**src/rtl/atm_arb_pkg.sv**
```systemverilog
// atm_arb_pkg
// Shared definitions for the ATM account arbiter: the session FSM state
// type and the default terminal count, field widths and watchdog limit.
package atm_arb_pkg;

  localparam int DEFAULT_NUM_ATM       = 4;
  localparam int DEFAULT_CARD_WIDTH    = 3;
  localparam int DEFAULT_BALANCE_WIDTH = 20;
  localparam int DEFAULT_HOLD_MAX      = 255;

  typedef enum logic [1:0] {
    ST_IDLE    = 2'd0,
    ST_GRANT   = 2'd1,
    ST_RECOVER = 2'd2
  } arb_state_t;

endpackage

```
**src/rtl/rr_picker.sv**
```systemverilog
// rr_picker
// Combinational rotating-priority search. Starting at rr_ptr and moving
// upward (wrapping at NUM_ATM), returns the first terminal with req set.
//   req    : per-terminal request vector
//   rr_ptr : terminal index that has highest priority this time
//   winner : index of the chosen terminal (0 when nothing is requested)
//   valid  : at least one request is present
module rr_picker
  import atm_arb_pkg::*;
#(
  parameter int NUM_ATM = DEFAULT_NUM_ATM,
  parameter int IDX_W   = 2
) (
  input  logic [NUM_ATM-1:0] req,
  input  logic [IDX_W-1:0]   rr_ptr,
  output logic [IDX_W-1:0]   winner,
  output logic               valid
);

  // Walk the terminals in priority order; the first hit is latched by the
  // valid flag so later hits in the same pass cannot overwrite it.
  always_comb begin : search
    int               idx;
    logic [IDX_W-1:0] idx_b;
    winner = '0;
    valid  = 1'b0;
    idx    = 0;
    idx_b  = '0;
    for (int k = 0; k < NUM_ATM; k++) begin
      idx = int'(rr_ptr) + k;
      if (idx >= NUM_ATM) begin
        idx = idx - NUM_ATM;
      end
      idx_b = idx[IDX_W-1:0];
      if (!valid && req[idx_b]) begin
        valid  = 1'b1;
        winner = idx_b;
      end
    end
  end

endmodule

```
**src/rtl/atm_account_arbiter.sv**
```systemverilog
// atm_account_arbiter
// Shares one card/account store between NUM_ATM terminals. One terminal at
// a time holds an exclusive session; its card number, balance and write
// strobe are routed to the store. A watchdog closes sessions that stall.
//   clk, rst         : clock and synchronous active-high reset
//   req              : per-terminal session request (level)
//   release_pulse    : per-terminal one-cycle session end ("release" is a
//                      reserved word, hence the longer name)
//   card_number      : packed card numbers, terminal i at [i*card_width +: card_width]
//   updated_balance  : packed balances, terminal i at [i*balance_width +: balance_width]
//   wr_en            : per-terminal balance write strobe
//   grant            : one-hot session grant
//   abort            : one-cycle pulse to a terminal whose session timed out
//   busy             : a session is open
//   acct_card, acct_balance, acct_we : store port driven by the session owner
module atm_account_arbiter
  import atm_arb_pkg::*;
#(
  parameter int NUM_ATM       = DEFAULT_NUM_ATM,
  parameter int card_width    = DEFAULT_CARD_WIDTH,
  parameter int balance_width = DEFAULT_BALANCE_WIDTH,
  parameter int HOLD_MAX      = DEFAULT_HOLD_MAX
) (
  input  logic                             clk,
  input  logic                             rst,
  input  logic [NUM_ATM-1:0]               req,
  input  logic [NUM_ATM-1:0]               release_pulse,
  input  logic [NUM_ATM*card_width-1:0]    card_number,
  input  logic [NUM_ATM*balance_width-1:0] updated_balance,
  input  logic [NUM_ATM-1:0]               wr_en,
  output logic [NUM_ATM-1:0]               grant,
  output logic [NUM_ATM-1:0]               abort,
  output logic                             busy,
  output logic [card_width-1:0]            acct_card,
  output logic [balance_width-1:0]         acct_balance,
  output logic                             acct_we
);

  localparam int               IDX_W    = $clog2(NUM_ATM);
  localparam int               WD_W     = $clog2(HOLD_MAX + 1);
  localparam logic [IDX_W-1:0] LAST_IDX = IDX_W'(NUM_ATM - 1);
  localparam logic [WD_W-1:0]  WD_LIMIT = WD_W'(HOLD_MAX);

  arb_state_t       state;
  logic [IDX_W-1:0] winner;
  logic [IDX_W-1:0] rr_ptr;
  logic [IDX_W-1:0] next_ptr;
  logic [IDX_W-1:0] search_ptr;
  logic [IDX_W-1:0] pick_idx;
  logic             pick_valid;
  logic [WD_W-1:0]  wd_cnt;
  logic             session_drop;
  logic             session_expire;
  logic             in_grant;

  // Priority rotates to the terminal just after the last session owner.
  assign next_ptr = (winner == LAST_IDX) ? '0 : winner + 1'b1;

  // During RECOVER the pointer register has not been updated yet, so the
  // search already uses the rotated value; this lets a pending requester be
  // granted straight out of RECOVER, keeping the dead gap at one cycle.
  assign search_ptr = (state == ST_RECOVER) ? next_ptr : rr_ptr;

  rr_picker #(
    .NUM_ATM (NUM_ATM),
    .IDX_W   (IDX_W)
  ) u_picker (
    .req    (req),
    .rr_ptr (search_ptr),
    .winner (pick_idx),
    .valid  (pick_valid)
  );

  // A dropped request counts as a release, and a release beats expiry.
  assign session_drop   = release_pulse[winner] | ~req[winner];
  assign session_expire = (wd_cnt == WD_LIMIT);
  assign in_grant       = (state == ST_GRANT);

  // Store port follows the session owner combinationally and is parked at
  // zero whenever no session is open.
  always_comb begin
    acct_card    = '0;
    acct_balance = '0;
    acct_we      = 1'b0;
    if (in_grant) begin
      acct_card    = card_number[winner*card_width +: card_width];
      acct_balance = updated_balance[winner*balance_width +: balance_width];
      acct_we      = wr_en[winner];
    end
  end

  // Session FSM with registered grant/busy/abort. abort defaults low so it
  // can only ever be a single-cycle pulse during RECOVER.
  always_ff @(posedge clk) begin
    if (rst) begin
      state  <= ST_IDLE;
      winner <= '0;
      rr_ptr <= '0;
      wd_cnt <= '0;
      grant  <= '0;
      abort  <= '0;
      busy   <= 1'b0;
    end else begin
      abort <= '0;
      case (state)
        ST_IDLE: begin
          if (pick_valid) begin
            state  <= ST_GRANT;
            winner <= pick_idx;
            wd_cnt <= '0;
            grant  <= NUM_ATM'(1) << pick_idx;
            busy   <= 1'b1;
          end
        end
        ST_GRANT: begin
          if (session_drop || session_expire) begin
            state <= ST_RECOVER;
            grant <= '0;
            busy  <= 1'b0;
            if (!session_drop) begin
              abort <= NUM_ATM'(1) << winner;
            end
          end else begin
            wd_cnt <= wd_cnt + 1'b1;
          end
        end
        ST_RECOVER: begin
          rr_ptr <= next_ptr;
          if (pick_valid) begin
            state  <= ST_GRANT;
            winner <= pick_idx;
            wd_cnt <= '0;
            grant  <= NUM_ATM'(1) << pick_idx;
            busy   <= 1'b1;
          end else begin
            state <= ST_IDLE;
          end
        end
        default: begin
          state <= ST_IDLE;
          grant <= '0;
          busy  <= 1'b0;
        end
      endcase
    end
  end

endmodule
```
**config.mk**
```make
export PLATFORM = sky130hd
export DESIGN_NAME = atm_account_arbiter
export DESIGN_NICKNAME = d
export VERILOG_FILES = /design/src/rtl/atm_arb_pkg.sv /design/src/rtl/rr_picker.sv /design/src/rtl/atm_account_arbiter.sv
export SDC_FILE = /design/constraint.sdc
export NUM_CORES = 1
export LEC_CHECK = 0
export CAP_MARGIN = 20
export CORE_MARGIN = 2
export CORE_UTILIZATION = 34
export CTS_CLUSTER_SIZE = 20
export DETAILED_ROUTE_END_ITERATION = 8
export PLACE_DENSITY = 0.81
export SLEW_MARGIN = 40
export SYNTH_ARGS = -nofsm -noshare
export SYNTH_HDL_FRONTEND = slang
export SYNTH_SLANG_ARGS = --single-unit
```
**constraint.sdc**
```tcl
create_clock -name clk -period 2.7 [get_ports clk]
set_clock_uncertainty 0.1 [all_clocks]
set_input_delay 0.405 -clock clk [delete_from_list [all_inputs] [get_ports clk]]
set_output_delay 0.405 -clock clk [all_outputs]
set_load 0.01 [all_outputs]
```
=== After elaboration in Yosys (flattened, before gate mapping) ===
Index checks and enable logic that the tools add are counted.

* Register bits after elaboration: 23
* Input bits: 106
* Output and inout bits: 33
* Logic and storage cells: 102

* $add $sub $neg: 9
* Multiply operators: 2
* $lt $le $gt $ge: 9
* Equality and inequality tests: 8
* Shifts and indexed selects: 4
* Muxes and demuxes: 44
* Bitwise logic cells: 4
* Reduce and logical (&&, ||, !) cells: 15

{| class="wikitable"
|+ Operator list
! cell !! count
|-
| variable part select 80 x 8 -> 20 bit || 1
|-
| two-way mux 2 bit || 12
|-
| two-way mux 20 bit || 1
|-
| two-way mux 8 bit || 2
|-
| one-hot mux 8 bit (2 select lines) || 1
|-
| < comparator 2 x 3 -> 1 bit (second input constant) || 5
|-
| two-way mux 1 bit || 15
|-
| binary-select mux 1 bit (select 2 bit) || 7
|-
| variable part select 12 x 5 -> 3 bit || 1
|-
| greater-or-equal comparator 3 bit (second input constant) || 3
|-
| adder 8 x 1 -> 8 bit (second input constant) || 1
|-
| equality test 8 bit (second input constant) || 1
|-
| two-way mux 4 bit || 2
|-
| one-hot mux 4 bit (2 select lines) || 1
|-
| left shift 1 x 2 -> 4 bit (first input constant) || 2
|-
| subtractor 2 x 1 -> 2 bit (second input constant) || 4
|-
| adder 2 x 2 -> 3 bit (second input constant) || 2
|-
| one-hot mux 2 bit (3 select lines) || 1
|-
| AND reduction 2 bit || 3
|-
| multiplier 2 x 3 -> 5 bit (second input constant) || 1
|-
| equality test 2 bit (second input constant) || 2
|-
| multiplier 2 x 2 -> 4 bit (second input constant) || 1
|-
| != test 2 x 1 -> 1 bit (second input constant) || 2
|-
| != test 2 bit (second input constant) || 2
|-
| other kinds (16) || 22
|}

=== Logic depth before layout (Yosys ltp) ===
* Depth in word-level cells: 20
* Mapped depth: 7
* Gate-level depth less buffers: 7

=== Modules after synthesis ===
Synthesis repeated with hierarchy kept, for this count alone.

* Cell total of the unflattened synthesis: 202
* Area total of the unflattened synthesis: 1918.1 um2

{| class="wikitable"
|+ By module, submodules not included
! module !! times used !! cells an instance !! area each (um2) !! seq. area each (um2)
|-
| atm_account_arbiter || 1 || 187 || 1840.5 || 460.4
|-
| rr_picker || 1 || 15 || 77.6 || 0.0
|}

=== Least setup slack after synthesis ===
OpenSTA, ideal clock, no wires.

* Path type: reg2out
* Start: reg winner[0]
* End: out acct_balance[10]
* Arrival: 1.662 ns
* Required time: 2.195 ns
* Setup slack: 0.533 ns
* Stages on the path, launching flop included: 5
* Path buffers: 2
* Cells stage by stage: dfxtp_1 > buf_2 > buf_2 > mux4_2 > nor2b_1

* Longest elaborated chain between the ends: 3

{| class="wikitable"
|+ Ends and longest elaborated chain
! what !! RTL line !! text
|-
| start, declared || atm_account_arbiter.sv:45 || <nowiki>logic [IDX_W-1:0] winner;</nowiki>
|-
| start signal, assigned || atm_account_arbiter.sv:109 || <nowiki>winner <= pick_idx;</nowiki>
|-
| start signal, assigned || atm_account_arbiter.sv:131 || <nowiki>winner <= pick_idx;</nowiki>
|-
| multiplier 2 x 3 -> 5 bit || atm_account_arbiter.sv:87 || <nowiki>acct_balance = updated_balance[winner*balance_width +: balance_width];</nowiki>
|-
| variable part select 80 x 8 -> 20 bit || atm_account_arbiter.sv:87 ||
|-
| two-way mux 20 bit || atm_account_arbiter.sv:85 || <nowiki>if (in_grant) begin</nowiki>
|-
| end, declared || atm_account_arbiter.sv:35 || <nowiki>output logic [balance_width-1:0] acct_balance,</nowiki>
|}

Every way passes these cells.

=== Worst setup path after layout ===
* Start: reg winner[0]
* End: out acct_balance[0]

The elaborated chain is that of the path after synthesis.

==> results.cfg <==
[synth]
synth-async-reset-ratio_pct = 0
synth_top_area_cell = mux4_2
syn_avg_cell_area_um2 = 10.0
ys_seq_area_share_pct = 24.8
ys_ff_latch = 23
ys.flop_type = dfxtp_1
synth_cell_types = 44
syn-num-nets = 293
ys_warn_count = 0
synthCells = 185
synth_edf_count = 0
synth_top_area_share_pct = 30.3
synthTopCellsByArea = mux4_2, dfxtp_1, nor2b_1
syn_area_um2 = 1860

[min_path]
hold_path_depth = 2
hp-start = grant[0]
hold_end = grant[0]
holdCritPathClass = register to register

[floorplanning]
num_rows = 26
io_pins = 139
start_util_pct = 35.7
fp.dieW_um = 77.9
fp.dieH_um = 77.9
coreArea_um2 = 5200
die_area_um2 = 6070

[clock_network]
ctsHoldBuffers = 0
path_clk_slew_ns = 0.08
insertion_delay_ns = 0.27
postCtsSetupRepairBufs = 0
numCtsBuffers = 3
clock-sinks = 23
cts_tree = done
clock_path_buffers = 2
cts_root_buffer = clkbuf_8
htreeDepth = 1

[power]
p_switching_mw = 0.282
power_frac_comb_pct = 46.4
p_sw_share_pct = 26.2
vdd_drop_max_mv = 0.349
p_leak_nw = 1.17
seqPwrFrac_pct = 34.2
power_density_nw_per_um2 = 317
finalPower_mw = 1.08
p_int_mw = 0.793
p_clk_share_pct = 19.5

[grt]
grt_overflow_total = 0
antenna_found_initial = 0
grt_usage_pct = 20.9
grt_pass1_vias = 1965
grt_pass1_wl_um = 9940
grt_max_degree = 29

[detailed_routing]
drt_wl_total_um = 6380
vias_per_cell = 4.99
post_drt_wl_per_cell_um = 16.3
firstDrtPassIters = 4
antenna_left = 0
drcViolationCount = 0
via_count = 1957
drt_iter0_drc = 63

[critical_path]
worstReg2RegEnd = grant[3]
ff2ff_path_depth = 6
r2r-start = state[1]
endpoint_kind = primary output
r2r_slack_ns = 0.42
cp.arrival_ns = 2.04
worst-setup-path-type = register to primary output
required_ns = 2.19
critPathLaunchType = register
path_max_fanout = 14

[timing]
period_share_pct = 94.2
min_period_ns = 2.54
setup_viol = 0
finalHoldViolCount = 0
slew_viol_final = 0
fin_setup_tns_ns = 0
rsz0062_at_grt = false
fmax_mhz = 393
timing.slew.headroom_pct = 66.2
tightest_slew_ns = 0.505

[place]
hpwl_um = 5360
port_buffers = 138
globalplace.congestion = 0.817

[run]
cap_viol_max_count = 0

[layout]
drive_gt1_share_pct = 14.0
nets = 431
areaGrowthSynthToFinish_pct = 82.8
n_antenna_cell = 0

[outcome]
status = completed
routing by layer:
metal	vias up	wire length [um]	GRT usage, %	share of wire [%]
met5	-	0	0	0
li1	953	-	-	-
met4	0	129	5.79	2.0
met1	919	2610	25.1	41
met2	74	3260	38.8	51
met3	11	385	2.56	6.0
worst max-delay path by stage:
stage,slack [ns],startpoint,depth (start not counted),endpoint
finish,0.16,winner[0],4,acct_balance[0]
global route,0.06,winner[0],4,acct_balance[0]
CTS,0.05,winner[0],4,acct_balance[0]
detailed placement,0.25,wr_en[3],4,acct_we
global placement,0.27,wr_en[0],4,acct_we
floorplan,0.53,winner[0],4,acct_balance[10]
power by group through the flow:
| stage | sequential (mW) | clock, mW | combinational [mW] |
|---|---|---|---|
| after floorplan | 0.371 | 0 | 0.231 |
| after global placement | 0.375 | 0 | 0.492 |
| after detailed placement | 0.376 | 0 | 0.502 |
| after CTS | 0.368 | 0.215 | 0.503 |
| after global routing | 0.370 | 0.224 | 0.537 |
| final | 0.368 | 0.209 | 0.498 |
kinds of logic (layout without fill, tap and decap cells):
kind of cell | after synthesis | count (layout) | share of synthesized area, %
AND/OR/NAND/NOR | 88 | 88 | 25.1
buffers and inverters | 17 | 154 | 4.11
flip-flops | 23 | 23 | 24.8
XOR/XNOR | 6 | 6 | 2.83
adder cells (fa/ha/maj) | 2 | 2 | 1.35
multiplexers | 30 | 30 | 33.5
AO/OA/AOI/OAI | 19 | 19 | 8.28
per-stage QoR:
step                      instance area (um^2)  hold slack [ns]  utilization, %  instances  setup WS, ns
after floorplan                           1860            0.370               -        185         0.533
after global placement                    3350            0.349            64.3        388         0.272
after detailed placement                  3350            0.352            64.3        388         0.252
after CTS                                 3390            0.365            65.2        392        0.0451
after global routing                      3400            0.384            65.2        392        0.0616
final                                     3400            0.364            65.2        392         0.156
layout make-up:
cell class | instances | area (um^2)
fillers | 428 | 1810
repair buffers | 145 | 1460
multi-input cells | 145 | 1320
flip-flops and latches | 23 | 464
well taps | 70 | 87.6
clock buffers | 4 | 45.0
inverters | 5 | 18.8
placed cells by master, fill, tap and decap left out, drive strengths merged, types with 2 or more instances in the layout:
master | Yosys | routed
clkdlybuf4s50 | 0 | 138
nor2b | 30 | 30
nor2 | 27 | 27
mux4 | 25 | 25
dfxtp | 23 | 23
nand2 | 9 | 9
buf | 5 | 7
inv | 5 | 5
xor2 | 5 | 5
a21oi | 4 | 4
clkbuf | 7 | 4
nand2b | 3 | 3
nand4 | 3 | 3
mux2i | 3 | 3
nor3 | 3 | 3
nand3 | 3 | 3
mux2 | 2 | 2
o21ai | 2 | 2
a22oi | 2 | 2
and3 | 2 | 2
ha | 2 | 2
a31oi | 2 | 2
cells in the mapped netlist (2+ instances only):
master / n
buf_2: 3
nand2b_1: 3
ha_1: 2
a22oi_1: 2
inv_1: 5
dfxtp_1: 23
xor2_1: 5
nor2_1: 27
mux2i_1: 3
clkbuf_1: 6
nor2b_1: 29
nand2_1: 9
nand4_1: 3
nand3_1: 3
mux4_2: 25
o21ai_0: 2
a21oi_1: 4
nor3_1: 3
and3_1: 2
mux2_4: 2
worst max-delay path: stages (launching register included):
cell and delay (ns):
dfxtp_4 0.44, buf_12 0.19, mux4_2 0.51, nor2b_1 0.14, clkdlybuf4s50_1 0.50
registers in the layout, summed over array words and instances, names as in the netlist:
name / cells
wd_cnt: 8
grant: 4
rr_ptr: 2
busy: 1
abort: 4
winner: 2
state: 2
repair_timing:
action | CTS | global route
resized for setup | 0 | 1
endpoints found under the hold margin | 0 | 0
endpoints found under the setup margin | 0 | 3
(Power assumes the default switching activity.)
